[config.mk]
export PLATFORM = sky130hd
export DESIGN_NAME = rf_wb_arb
export DESIGN_NICKNAME = d
export VERILOG_FILES = /design/src/rtl/rf_pkg.sv /design/src/rtl/rf_wb_prio_fsm.sv /design/src/rtl/rf_wb_arb.sv
export SDC_FILE = /design/constraint.sdc
export NUM_CORES = 1
export LEC_CHECK = 0
export ABC_AREA = 0
export BUFFER_PORTS_ARGS = -buffer_cell sky130_fd_sc_hd__buf_4
export CORE_MARGIN = 1
export CORE_UTILIZATION = 45
export CTS_CLUSTER_SIZE = 8
export DETAILED_ROUTE_END_ITERATION = 8
export GPL_TIMING_DRIVEN = 1
export PLACE_DENSITY = 0.82
export SLEW_MARGIN = 20
export SYNTH_ARGS = -nofsm -noshare
export SYNTH_HDL_FRONTEND = slang
export SYNTH_HIERARCHICAL = 1
export SYNTH_SLANG_ARGS = --single-unit
[constraint.sdc]
create_clock -name clk -period 3 [get_ports clk]
set_input_delay 0.3 -clock clk [delete_from_list [all_inputs] [get_ports clk]]
set_output_delay 0.3 -clock clk [all_outputs]
set_load 0.01 [all_outputs]
[src/rtl/rf_pkg.sv]
// Shared register-file definitions for the RV32I core.
//   REG_W   - register address width
//   DATA_W  - register data width
//   REG_S   - number of architectural registers
//   wb_req_t    - writeback request {rd, wd}
//   arb_state_e - writeback arbiter priority state
// Used by the register file, the writeback stage and the write-port arbiter.
package rf_pkg;

    localparam int unsigned REG_W  = 5;
    localparam int unsigned DATA_W = 32;
    localparam int unsigned REG_S  = 1 << REG_W;

    typedef struct packed {
        logic [REG_W-1:0]  rd;
        logic [DATA_W-1:0] wd;
    } wb_req_t;

    typedef enum logic {
        PRI0 = 1'b0,
        PRI1 = 1'b1
    } arb_state_e;

endpackage

[src/rtl/rf_wb_prio_fsm.sv]
// Priority FSM for the register-file write-port arbiter.
// Port 0 normally has priority; after STARVE_MAX consecutive stalled cycles of
// port 1 the FSM spends one cycle in PRI1 so port 1 is granted.
// Ports:
//   clk, rst            - clock, asynchronous active-high reset
//   s0_valid, s1_valid  - write requests from port 0 (ALU) and port 1 (load unit)
//   s0_ready, s1_ready  - combinational grants
//   starve              - high while in PRI1
module rf_wb_prio_fsm
    import rf_pkg::*;
#(
    parameter int unsigned STARVE_MAX = 4
) (
    input  logic clk,
    input  logic rst,
    input  logic s0_valid,
    input  logic s1_valid,
    output logic s0_ready,
    output logic s1_ready,
    output logic starve
);

    localparam int unsigned CNT_W = $clog2(STARVE_MAX + 1);
    localparam logic [CNT_W-1:0] CNT_LAST = CNT_W'(STARVE_MAX - 1);
    localparam logic [CNT_W-1:0] CNT_SAT  = CNT_W'(STARVE_MAX);

    arb_state_e       state_q, state_d;
    logic [CNT_W-1:0] cnt_q, cnt_d;
    logic             stall;

    always_comb begin
        state_d  = state_q;
        cnt_d    = cnt_q;
        s0_ready = 1'b1;
        s1_ready = 1'b1;

        unique case (state_q)
            PRI0: begin
                s0_ready = 1'b1;
                s1_ready = !s0_valid;
            end
            PRI1: begin
                s1_ready = 1'b1;
                s0_ready = !s1_valid;
            end
            default: ;
        endcase

        stall = s1_valid && !s1_ready;

        if (!stall) begin
            // Port-1 handshake or no port-1 request: the wait is over.
            cnt_d = '0;
        end else if (state_q == PRI0 && cnt_q == CNT_LAST) begin
            state_d = PRI1;
            cnt_d   = '0;
        end else if (cnt_q != CNT_SAT) begin
            cnt_d = cnt_q + CNT_W'(1);
        end

        // Leave PRI1 on the port-1 handshake, or if the request was withdrawn.
        if (state_q == PRI1 && (!s1_valid || s1_ready)) begin
            state_d = PRI0;
        end
    end

    always_ff @(posedge clk or posedge rst) begin
        if (rst) begin
            state_q <= PRI0;
            cnt_q   <= '0;
        end else begin
            state_q <= state_d;
            cnt_q   <= cnt_d;
        end
    end

    assign starve = (state_q == PRI1);

endmodule

[src/rtl/rf_wb_arb.sv]
// Write-port arbiter for the 32x32 RV32I register file.
// Shares the single register-file write port between port 0 (ALU) and port 1
// (load/multicycle unit). Port 0 has fixed priority; port 1 is force-granted
// after STARVE_MAX stalled cycles. The granted write is registered and drives
// the register file's a3/wd/we directly. Writes to x0 are accepted but never
// raise rf_we.
// Ports:
//   clk, rst                    - clock, asynchronous active-high reset
//   s0_valid/s0_rd/s0_wd/s0_ready - ALU writeback request
//   s1_valid/s1_rd/s1_wd/s1_ready - load-unit writeback request
//   rf_we/rf_a3/rf_wd           - register-file write port
//   starve_o                    - high while port 1 has forced priority
// Optional (macro RF_WB_FWD_EN):
//   fwd_a1/fwd_a2, rf_rd1/rf_rd2 in; fwd_rd1/fwd_rd2 out - bypass of the
//   pending write to same-cycle register-file readers.
module rf_wb_arb #(
    parameter int unsigned REG_W      = rf_pkg::REG_W,
    parameter int unsigned DATA_W     = rf_pkg::DATA_W,
    parameter int unsigned STARVE_MAX = 4
) (
    input  logic              clk,
    input  logic              rst,
    input  logic              s0_valid,
    input  logic [REG_W-1:0]  s0_rd,
    input  logic [DATA_W-1:0] s0_wd,
    output logic              s0_ready,
    input  logic              s1_valid,
    input  logic [REG_W-1:0]  s1_rd,
    input  logic [DATA_W-1:0] s1_wd,
    output logic              s1_ready,
    output logic              rf_we,
    output logic [REG_W-1:0]  rf_a3,
    output logic [DATA_W-1:0] rf_wd,
    output logic              starve_o
`ifdef RF_WB_FWD_EN
    ,
    input  logic [REG_W-1:0]  fwd_a1,
    input  logic [REG_W-1:0]  fwd_a2,
    input  logic [DATA_W-1:0] rf_rd1,
    input  logic [DATA_W-1:0] rf_rd2,
    output logic [DATA_W-1:0] fwd_rd1,
    output logic [DATA_W-1:0] fwd_rd2
`endif
);

    logic s0_fire;
    logic s1_fire;

    rf_wb_prio_fsm #(
        .STARVE_MAX (STARVE_MAX)
    ) u_prio_fsm (
        .clk      (clk),
        .rst      (rst),
        .s0_valid (s0_valid),
        .s1_valid (s1_valid),
        .s0_ready (s0_ready),
        .s1_ready (s1_ready),
        .starve   (starve_o)
    );

    // The FSM never readies both ports while both are valid, so at most one fires.
    assign s0_fire = s0_valid && s0_ready;
    assign s1_fire = s1_valid && s1_ready;

    always_ff @(posedge clk or posedge rst) begin
        if (rst) begin
            rf_we <= 1'b0;
            rf_a3 <= '0;
            rf_wd <= '0;
        end else if (s0_fire) begin
            rf_we <= (s0_rd != '0);
            rf_a3 <= s0_rd;
            rf_wd <= s0_wd;
        end else if (s1_fire) begin
            rf_we <= (s1_rd != '0);
            rf_a3 <= s1_rd;
            rf_wd <= s1_wd;
        end else begin
            rf_we <= 1'b0;
        end
    end

`ifdef RF_WB_FWD_EN
    // Readers in the write cycle see the value the register file is about to commit.
    always_comb begin
        fwd_rd1 = rf_rd1;
        fwd_rd2 = rf_rd2;
        if (rf_we && rf_a3 == fwd_a1 && fwd_a1 != '0) begin
            fwd_rd1 = rf_wd;
        end
        if (rf_we && rf_a3 == fwd_a2 && fwd_a2 != '0) begin
            fwd_rd2 = rf_wd;
        end
    end
`endif

endmodule

### Word-level counts from Yosys, hierarchy flattened

Cells that the tools add are included.

* register bits: 42
* input port bits: 78
* output and inout port bits: 41
* logic and storage cells: 39

* $add $sub $neg: 1
* eq/ne operators: 3
* multiplexer cells: 14
* bitwise logic cells: 1
* reductions and logical operators: 15

Operators with widths (count)
* 32-bit two-way mux: 2
* 5-bit two-way mux: 2
* 5-bit nonzero test: 2
* 3-bit two-way mux: 3
* 3-bit inequality test, second input constant: 2
* 2-bit nonzero test: 3
* 1-bit logical AND: 5
* 1-bit two-way mux: 5
* 1-bit one-hot mux with 2 select lines: 2
* 3-bit by 1-bit adder with 3-bit output, second input constant: 1
* 3-bit by 2-bit == test with 1-bit output, second input constant: 1
* 1-bit zero test: 3
* 2-bit AND reduction: 1
* 1-bit logical OR: 1
* 1-bit NOT: 1

### Depth between registers and ports, before layout

* word-level depth: 6
* gate-level depth with buffers: 5
* mapped depth without buffers: 5

### Hierarchy

Netlist, hierarchy kept.

By module, submodules not included
* rf_wb_arb: instances 1, cells an instance 169, area each 1798.0 µm², seq. area each 950.9 µm²
* rf_wb_prio_fsm: instances 1, cells an instance 24, area each 227.7 µm², seq. area each 100.1 µm²

### Worst setup path before layout

No wires, ideal clock.

* kind: reg-to-reg
* from: register u_prio_fsm.state_q, in the netlist u_prio_fsm/starve
* to: register rf_a3[0]
* setup time: 126 ps
* arrival time: 1228 ps
* required time: 2874 ps
* setup slack: 1646 ps
* stages on the path, launching flop included: 5
* path buffers: 0
* clock period less this slack: 1354 ps
* cells stage by stage: dfrtp_1 -> nand2b_1 -> nand2_1 -> mux2i_1 -> a21oi_1

* word-level cells in the longest chain between the ends: 4
* elaborated cells between the ends (all ways): 7
* classes of those cells: 3 x mux; 1 x bitwise; 3 x reduce/logical

Ends and longest elaborated chain
* start, declared: RTL line rf_wb_prio_fsm.sv:27 `arb_state_e state_q, state_d;`
* start signal, assigned: RTL line rf_wb_prio_fsm.sv:72 `state_q <= state_d;`
* 1-bit NOT: RTL line rf_wb_prio_fsm.sv:37 `unique case (state_q)`
* 1-bit one-hot mux with 2 select lines (*): RTL line rf_wb_prio_fsm.sv:37
* net s1_ready: RTL line rf_wb_arb.sv:30 `output logic s1_ready,`
* 1-bit logical AND (*): RTL line rf_wb_arb.sv:63 `assign s1_fire = s1_valid && s1_ready;`
* 2-bit nonzero test (no line) (*)
* end signal, assigned: RTL line rf_wb_arb.sv:72 `rf_a3 <= s0_rd;`
* end signal, assigned: RTL line rf_wb_arb.sv:76 `rf_a3 <= s1_rd;`
* end, declared: RTL line rf_wb_arb.sv:32 `output logic [REG_W-1:0] rf_a3,`

The timed path passes the listed nets; every way through them passes the cells marked *.
A chain may end at the register's enable or synchronous reset.

### Worst setup path in the final report

* from: register u_prio_fsm.state_q, in the netlist u_prio_fsm/starve
* to: register rf_wd[23]

* word-level cells in the longest chain between the ends: 4
* elaborated cells between the ends (all ways): 7
* classes of those cells: 3 x mux; 1 x bitwise; 3 x reduce/logical

Ends and longest elaborated chain
* 1-bit NOT: RTL line rf_wb_prio_fsm.sv:37
* 1-bit one-hot mux with 2 select lines: RTL line rf_wb_prio_fsm.sv:37
* 1-bit logical AND, on equally long branches: RTL line rf_wb_arb.sv:62, rf_wb_arb.sv:63
* 32-bit two-way mux or 2-bit nonzero test (tied branches)
* end signal, assigned: RTL line rf_wb_arb.sv:73 `rf_wd <= s0_wd;`
* end signal, assigned: RTL line rf_wb_arb.sv:77 `rf_wd <= s1_wd;`
* end, declared: RTL line rf_wb_arb.sv:33 `output logic [DATA_W-1:0] rf_wd,`

Parallel ways exist; a longest one is shown, timed or not.

==> results_dict.tcl <==
set metrics [dict create \
    status "finished, final reports clean" \
    design.core.area_um2 4350 \
    drv_slew 0 \
    startpoint_type "flip-flop" \
    cts_htree_levels 2 \
    grt_pass1_vias 1795 \
    numClockSinks 42 \
    yosysMostFrequentCell "dfrtp_1" \
    post-route-period-util_pct 55.0 \
    maxCapViolations 0 \
    cts-root-buf "clkbuf_8" \
    via_count 1799 \
    pre_cts_ws_ps 1340 \
    ir_drop_mv 0.345 \
    syn_inst 193 \
    min_path_type "in2reg" \
    critPathKind "reg2reg" \
    crit_fanout 45 \
    drcViolationCount 0 \
    synth_nets 273 \
    initial_utilization_pct 46.5 \
    die_w_um 69.1 \
    dp_hpwl_um 3410 \
    antennaDiodeCount 0 \
    dieArea_um2 4770 \
    crit_arrival_ps 1790 \
    grt_pass1_wl_um 7910 \
    clock_path_buffers 2 \
    io_pins 119 \
    ant_nets 0 \
    leakage_nw 1.59 \
    port_buffers 118 \
    synth_top_cells_by_count "dfrtp_1 (42), mux2i_1 (38), nand2_1 (34)" \
    synth_top_area_share_pct 51.9 \
    vias_per_cell 4.94 \
    hold_violations 0 \
    ys_types 25 \
    period_needed_ps 1650 \
    synth_edf_count 0 \
    drive_gt1_share_pct 42.0 \
    die_h_um 69.1 \
    synthFlopType "dfrtp_1" \
    netlist_area_um2 2030 \
    antenna_found_initial 0 \
    finalWorstSetupSlack_ps 1350 \
    tightestPinTransition_ps 671 \
    drtIter0Drc 58 \
    syn2layout_area_growth_pct 51.3 \
    setup-tns-final_ps 0 \
    gp_congestion 0.782 \
    synth.largest_area_cell "dfrtp_1" \
    syn_avg_cell_area_um2 10.5 \
    clk_latency_ps 290 \
    max_slew_margin_pct 55.2 \
    numCtsBuffers 5 \
    final_core_util_pct 70.4 \
    whs_ps 257 \
    end_kind "flip-flop" \
    synth_seq_cells 42 \
    critical_path_required_ps 3150 \
    synthArstFlopShare_pct 100 \
    wl_um 4660 \
    setup_viol 0 \
    max_clock_freq_mhz 607 \
    synthTopCellsByArea "dfrtp_1 (52%), mux2i_1 (19%), o21ai_0 (7.7%)" \
    yosysSeqAreaShare_pct 51.9 \
    synth_warnings 6 \
    overflow 0 \
    grt_max_degree 63 \
    avgRoutedWirePerCell_um 12.8 \
    track_usage_pct 20.7 \
    power_density_nw_per_um2 502 \
    final_nets 391 \
    dr.pass1.iters 4 \
    rsz0062_at_grt "false" \
    clk_transition_reported_paths_ps 80 \
    cts_tree "yes" \
    finClkSkew_ps 7.12 \
    std_cell_rows 24 \
]
==> cell families (layout without fill, tap and decap cells) <==
family          Yosys count  in the layout  synth area share [%]
flops                    42             42                  51.9
mux                      38             38                  18.8
buf+inv                  16            135                  5.00
fa+ha+maj                 2              2                  1.24
simple gates             50             50                  10.4
xor+xnor                  1              1                 0.432
compound gates           44             44                  12.2
==> cell type report <==
type,count,area (µm²)
clock buffers,6,82.6
clock inverters,2,60.1
fillers,345,1290
inverters,6,22.5
multi-input cells,135,873
flip-flops and latches,42,1050
well taps,52,65.1
repair buffers,121,911
==> stage by stage <==
step           power, W  cells  cell area, µm²
2_1_floorplan  0.000813    193            2030
3_3_place_gp   0.000996    355            2910
3_5_place_dp    0.00101    355            2910
4_1_cts         0.00155    364            3070
5_1_grt         0.00162    364            3070
6_report        0.00154    364            3070
==> power breakdown <==
group          leakage (nW)  total, W  switching [W]  internal, W
Sequential            0.509  0.000657      0.0000315     0.000625
Combinational          1.01  0.000334       0.000146     0.000188
Clock                0.0714  0.000547       0.000192     0.000355
==> layer usage <==
| metal | routed length (µm) | vias to the layer above | part of all wire (%) | global-route usage [%] |
|---|---|---|---|---|
| li1 | - | 896 | - | - |
| met1 | 1860 | 825 | 40 | 23.1 |
| met2 | 2380 | 69 | 51 | 36.5 |
| met3 | 333 | 9 | 7.1 | 7.02 |
| met4 | 82 | 0 | 1.8 | 7.48 |
| met5 | 0 | - | 0 | 0 |
==> layout by cell type, fill, tap and decap left out, drive strengths merged <==
master and n:
ha 2, nand2 35, nor2 9, xnor2 1, a22oi 1, dfrtp 42
nand3 1, nor3 1, a211oi 1, buf 120, or4 2, clkbuf 6
o21ai 32, dlygate4sd3 1, mux2i 38, nand2b 1, bufinv 2, a21oi 8
nand3b 1, o22ai 1, inv 6, o211ai 1
==> critical path, stage by stage (launching register included) <==
cell     delay [ps]
dfrtp_1         410
nand2_1         170
nand2_4         550
mux2i_1         260
o21ai_0         110
==> sequential cells by signal, summed over array words and instances, names as in the netlist <==
| register | count |
|---|---|
| rf_wd | 32 |
| rf_we | 1 |
| u_prio_fsm/starve | 1 |
| u_prio_fsm/cnt_q | 3 |
| rf_a3 | 5 |
==> worst paths after layout <==
check / startpoint / end / slack [ps] / depth (start not counted)
max reg2reg: u_prio_fsm/starve / rf_wd[23] / 1350 / 4
min: s0_wd[7] / rf_wd[7] / 260 / 3
max: u_prio_fsm/starve / rf_wd[23] / 1350 / 4
min in group asynchronous: rst / u_prio_fsm/starve / 480 / 3
max in group asynchronous: rst / rf_wd[2] / 1940 / 4
min reg2reg: rf_wd[10] / rf_wd[10] / 480 / 2
==> what timing repair did <==
item	in CTS	in global routing
gates resized for setup	0	0
setup buffers	0	0
hold buffers	1	0
endpoints found under the hold margin	4	0
No activity file was read; power rests on OpenSTA's default activity.
